**config.mk**
```make
export PLATFORM = sky130hd
export DESIGN_NAME = mul_multicycle
export DESIGN_NICKNAME = d
export VERILOG_FILES = /design/src/rtl/mul_multicycle.sv
export SDC_FILE = /design/constraint.sdc
export NUM_CORES = 2
export LEC_CHECK = 0
export ABC_AREA = 1
export CAP_MARGIN = 0
export CORE_MARGIN = 4
export CORE_UTILIZATION = 42
export CTS_BUF_LIST = sky130_fd_sc_hd__clkbuf_8 sky130_fd_sc_hd__clkbuf_16
export CTS_CLUSTER_SIZE = 16
export DETAILED_ROUTE_END_ITERATION = 12
export GPL_TIMING_DRIVEN = 0
export PLACE_DENSITY_LB_ADDON = 0.12
export SLEW_MARGIN = 15
export SYNTH_ARGS = -nofsm -noshare
export SYNTH_HDL_FRONTEND = slang
export SYNTH_SLANG_ARGS = --single-unit
```
**constraint.sdc**
```tcl
create_clock -name clk -period 22.4 [get_ports clk]
set_input_delay 2.24 -clock clk [delete_from_list [all_inputs] [get_ports clk]]
set_output_delay 2.24 -clock clk [all_outputs]
set_load 0.03 [all_outputs]
```
**src/rtl/mul_multicycle.sv**
```systemverilog
// Fixed-latency 32x32->64 multiplier with per-operand signedness for MUL/MULH/MULHSU/MULHU.
// Optional macro MUL_ZERO_SKIP_EN: a zero operand at the start edge completes in one cycle.
module mul_multicycle #(
  parameter int unsigned LATENCY = 4
) (
  input  logic        clk,
  input  logic        reset_n,
  input  logic        go,
  input  logic        sign0,
  input  logic        sign1,
  input  logic [31:0] m,
  input  logic [31:0] r,
  output logic        done,
  output logic [63:0] result
);

  localparam int unsigned DATA_W = 32;
  localparam logic [3:0]  LAST_CNT = 4'(LATENCY - 1);

  typedef enum logic [1:0] {
    S_IDLE = 2'd0,
    S_BUSY = 2'd1,
    S_DONE = 2'd2
  } state_t;

  state_t state_q, state_d;
  logic [3:0] cnt_q;

  logic [DATA_W-1:0] m_p0, r_p0;
  logic              sign_m_p0, sign_r_p0;

  logic        start, zero_skip, finish_busy, load_result;
  logic [DATA_W-1:0] op_m, op_r;
  logic        op_sign_m, op_sign_r;
  logic [63:0] product;

  function automatic logic signed [63:0] ext_op(input logic [DATA_W-1:0] v,
                                                input logic is_signed);
    logic signed [63:0] e;
    e = is_signed ? {{(64-DATA_W){v[DATA_W-1]}}, v} : {{(64-DATA_W){1'b0}}, v};
    return e;
  endfunction

  function automatic logic [63:0] mul_low(input logic signed [63:0] a,
                                          input logic signed [63:0] b);
    logic signed [63:0] p;
    p = a * b;
    return $unsigned(p);
  endfunction

  assign start = (state_q == S_IDLE) && go;

`ifdef MUL_ZERO_SKIP_EN
  assign zero_skip = start && ((m == '0) || (r == '0));
`else
  assign zero_skip = 1'b0;
`endif

  assign finish_busy = (state_q == S_BUSY) && go && (cnt_q == LAST_CNT);
  assign load_result = (start && ((LATENCY == 1) || zero_skip)) || finish_busy;

  // On the start edge the live operands are the ones being captured.
  assign op_m      = (state_q == S_IDLE) ? m     : m_p0;
  assign op_r      = (state_q == S_IDLE) ? r     : r_p0;
  assign op_sign_m = (state_q == S_IDLE) ? sign1 : sign_m_p0;
  assign op_sign_r = (state_q == S_IDLE) ? sign0 : sign_r_p0;
  assign product   = mul_low(ext_op(op_m, op_sign_m), ext_op(op_r, op_sign_r));

  always_ff @(posedge clk or negedge reset_n) begin
    if (!reset_n) begin
      state_q <= S_IDLE;
    end else begin
      state_q <= state_d;
    end
  end

  always_comb begin
    state_d = state_q;
    unique case (state_q)
      S_IDLE: begin
        if (go) begin
          state_d = ((LATENCY == 1) || zero_skip) ? S_DONE : S_BUSY;
        end
      end
      S_BUSY: begin
        if (!go) begin
          state_d = S_IDLE;
        end else if (cnt_q == LAST_CNT) begin
          state_d = S_DONE;
        end
      end
      S_DONE:  state_d = S_IDLE;
      default: state_d = S_IDLE;
    endcase
  end

  always_comb begin
    done = (state_q == S_DONE);
  end

  always_ff @(posedge clk or negedge reset_n) begin
    if (!reset_n) begin
      cnt_q <= '0;
    end else if (start) begin
      cnt_q <= 4'd1;
    end else if ((state_q == S_BUSY) && go) begin
      cnt_q <= cnt_q + 4'd1;
    end
  end

  // Operand capture stage: held constant for the whole operation.
  always_ff @(posedge clk) begin
    if (start) begin
      m_p0      <= m;
      r_p0      <= r;
      sign_m_p0 <= sign1;
      sign_r_p0 <= sign0;
    end
  end

  // Result stage: loaded only on completion, otherwise holds.
  always_ff @(posedge clk or negedge reset_n) begin
    if (!reset_n) begin
      result <= '0;
    end else if (load_result) begin
      result <= zero_skip ? 64'd0 : product;
    end
  end

endmodule

```
==> impl_metrics.py <==
metrics = {
    "critical_path": {
        "path_max_fanout": 10,
        "crit_path_top_delay_cell": "fa_1",
        "crit_family": "adder cells",
        "reg2reg_depth": 35,
        "crit_type": "in2reg",
        "path_buf_inv": 10,
        "cp.required_ps": 22810,
        "arrival_ps": 13370,
        "rr_endpoint": "result[61]",
        "crit_top_cell": "fa_1",
        "critPathLaunchType": "primary input",
        "worst_setup_path_end_kind": "flop",
        "r2r_start": "state_q[1]",
        "rrSetupSlack_ps": 10080,
        "slowest_delay_ps": 950,
    },
    "synth": {
        "syn_area_per_cell_um2": 8.91,
        "syn_nets": 7842,
        "synth_top_area_cell": "fa_1",
        "synth_edf_count": 66,
        "synth.distinct_cells": 54,
        "ys_warn_count": 0,
        "seq_area_frac_synth_pct": 6.98,
        "synth_cells": 6000,
        "synth_most_common_cell": "inv_1",
        "synth_ff_type": "dfrtp_1",
        "syn-cell-area_um2": 53500,
        "yosysTopAreaCellShare_pct": 53.3,
        "synth_area_leaders": "fa_1 53%, inv_1 12%, ha_1 8.2%",
        "synthArstFlopShare_pct": 51.5,
        "synth_seq_cells": 136,
        "yosys-top-cells-count": "1711 x inv_1, 1424 x fa_1, 840 x nand2_1",
    },
    "layout": {
        "final_cells": 7833,
        "final_area_um2": 57600,
        "nets": 8002,
        "nFillCells": 12600,
        "multi_input_area_um2": 42300,
        "syn_to_final_growth_pct": 7.78,
        "seq_area_um2": 3730,
        "final_layout_size_suffix_gt1_share_pct": 4.23,
        "final_util_pct": 45.7,
    },
    "min_path": {
        "worstHoldStart": "result[2]",
        "holdPathStages": 2,
        "hp-class": "reg2reg",
        "min_to": "result[2]",
    },
    "sta": {
        "finalCritPeriodShare_pct": 57.9,
        "period_minus_slack_ps": 12960,
        "hold_viol": 0,
        "report.final.slew_viol_count": 0,
        "rsz0062_at_grt": "false",
        "fmax_mhz": 77.1,
        "tightest_slew_ps": 1460,
        "setup_viol_count_final": 0,
        "tns_ps": 0,
        "clock_skew_ps": 38.8,
        "max-slew-margin-rel_pct": 1.96,
    },
    "die": {
        "core_um2": 126000,
        "core.rowCount": 130,
        "start_util_pct": 42.4,
        "die_h_um": 365,
        "pin_count": 134,
        "fp.dieW_um": 365,
        "fp.dieArea_um2": 133000,
    },
    "cts": {
        "cts_resized": 0,
        "clock_latency_ps": 540,
        "cts_tree": "done",
        "clockBufferDepth": 2,
        "clk_pin_slew_ps": 70,
        "h-tree-depth": 4,
        "cts_setup_buffers": 0,
        "cts_root_buf": "clkbuf_16",
        "cts_buffers": 17,
        "cts_sinks": 136,
        "hold_buffers": 0,
    },
    "drt": {
        "ant_nets": 0,
        "firstDrtPassIters": 5,
        "drt-initial-drc-count": 3723,
        "viasPerCell": 5.33,
        "drc": 0,
        "routed_wl_mm": 227,
        "wl_per_cell_um": 29.0,
        "dr_total_vias": 41800,
    },
    "place": {
        "place_area_um2": 57000,
        "dp_cells": 7791,
        "place.port_buffers": 133,
        "hpwlAfterDp_mm": 194,
        "place.gp.congestion": 1.03,
    },
    "global_routing": {
        "grt_max_degree": 55,
        "overflow": 0,
        "antenna_found_initial": 29,
        "grt_pass1_wl_mm": 324,
        "grt_use_total_pct": 35.2,
        "grt_pass1_vias": 44900,
    },
    "job": {
        "drv_cap": 0,
    },
    "run_status": {
        "status": "complete, no violations",
    },
}
[per-stage QoR]
step,hold WS [ps],setup WS (ps)
6_report,483,9440
5_1_grt,495,9040
4_1_cts,486,9610
3_5_place_dp,467,9090
3_3_place_gp,466,9090
2_1_floorplan,475,11870
[cell type report]
| type | count | area share [%] |
|---|---|---|
| antenna | 10 | 0.0434 |
| buffer | 198 | 1.62 |
| clock buffer | 17 | 0.738 |
| clock inverter | 15 | 0.226 |
| inverter | 1744 | 11.4 |
| multi-input combinational | 3922 | 73.4 |
| sequential | 136 | 6.48 |
| tap | 1650 | 3.58 |
| timing repair buffer | 141 | 2.53 |
[worst max path at each step]
stage	cells after the start	slack, ps	end	startpoint
6_report	33	9440	result[61]	m[31]
5_1_grt	35	9040	result[61]	m[31]
4_1_cts	33	9610	result[61]	m[31]
3_5_place_dp	33	9090	result[61]	m[31]
3_3_place_gp	33	9090	result[61]	m[31]
2_1_floorplan	30	11870	result[57]	m[31]
[metal layers]
layer / GRT usage, % / up-vias / routed length [um]
met5: 0 / - / 90
met3: 9.35 / 537 / 22500
met1: 44.7 / 21700 / 87000
li1: - / 17400 / -
met2: 54.8 / 2145 / 101000
met4: 20.1 / 14 / 16000
[kinds of logic (layout without fill, tap and decap cells)]
group	after synthesis	after routing	share of synthesized area, %
xor gates and xnor gates	54	54	0.885
other	0	10	0
muxes	3	3	0.0562
DFF	136	136	6.98
buffers and inverters	1942	2115	14.0
adders and majority gates	1773	1773	61.5
and+or+nand+nor	1797	1797	13.3
AOI/OAI and AO/OA	295	295	3.32
[flip-flops by register name, indices dropped and copies added (netlist names)]
| register | flops |
|---|---|
| result | 64 |
| state_q | 2 |
| cnt_q | 4 |
| sign_r_p0 | 1 |
| r_p0 | 32 |
| sign_m_p0 | 1 |
| m_p0 | 32 |
[cell usage in the layout, fill, tap and decap left out, types with 8 or more instances in the layout]
master,n
inv_1,1711
fa_1,1424
nand2_1,840
nor2_1,795
ha_1,348
clkdlybuf4s50_1,132
buf_2,103
o21ai_0,90
clkbuf_1,77
a21oi_1,73
dfrtp_1,70
nand3_1,68
edfxtp_1,66
o21ai_1,27
xor2_1,27
xnor2_1,27
inv_2,26
o21ai_2,25
or2_2,20
a31oi_1,20
clkbuf_16,17
nand4_1,16
nand3b_1,14
o21bai_1,12
a21o_1,12
nor3_1,11
diode_2,10
nand2_2,10
buf_6,8
buf_1,8
[tightest hold or removal path, delay by kind of cell, from the launching register on]
family           cells  cell delay (ps)
flip-flops           1              340
AND/OR/NAND/NOR      2              110
Power is not shown: default switching activity piles up to over one toggle a cycle in this logic, so the estimate is an artifact.
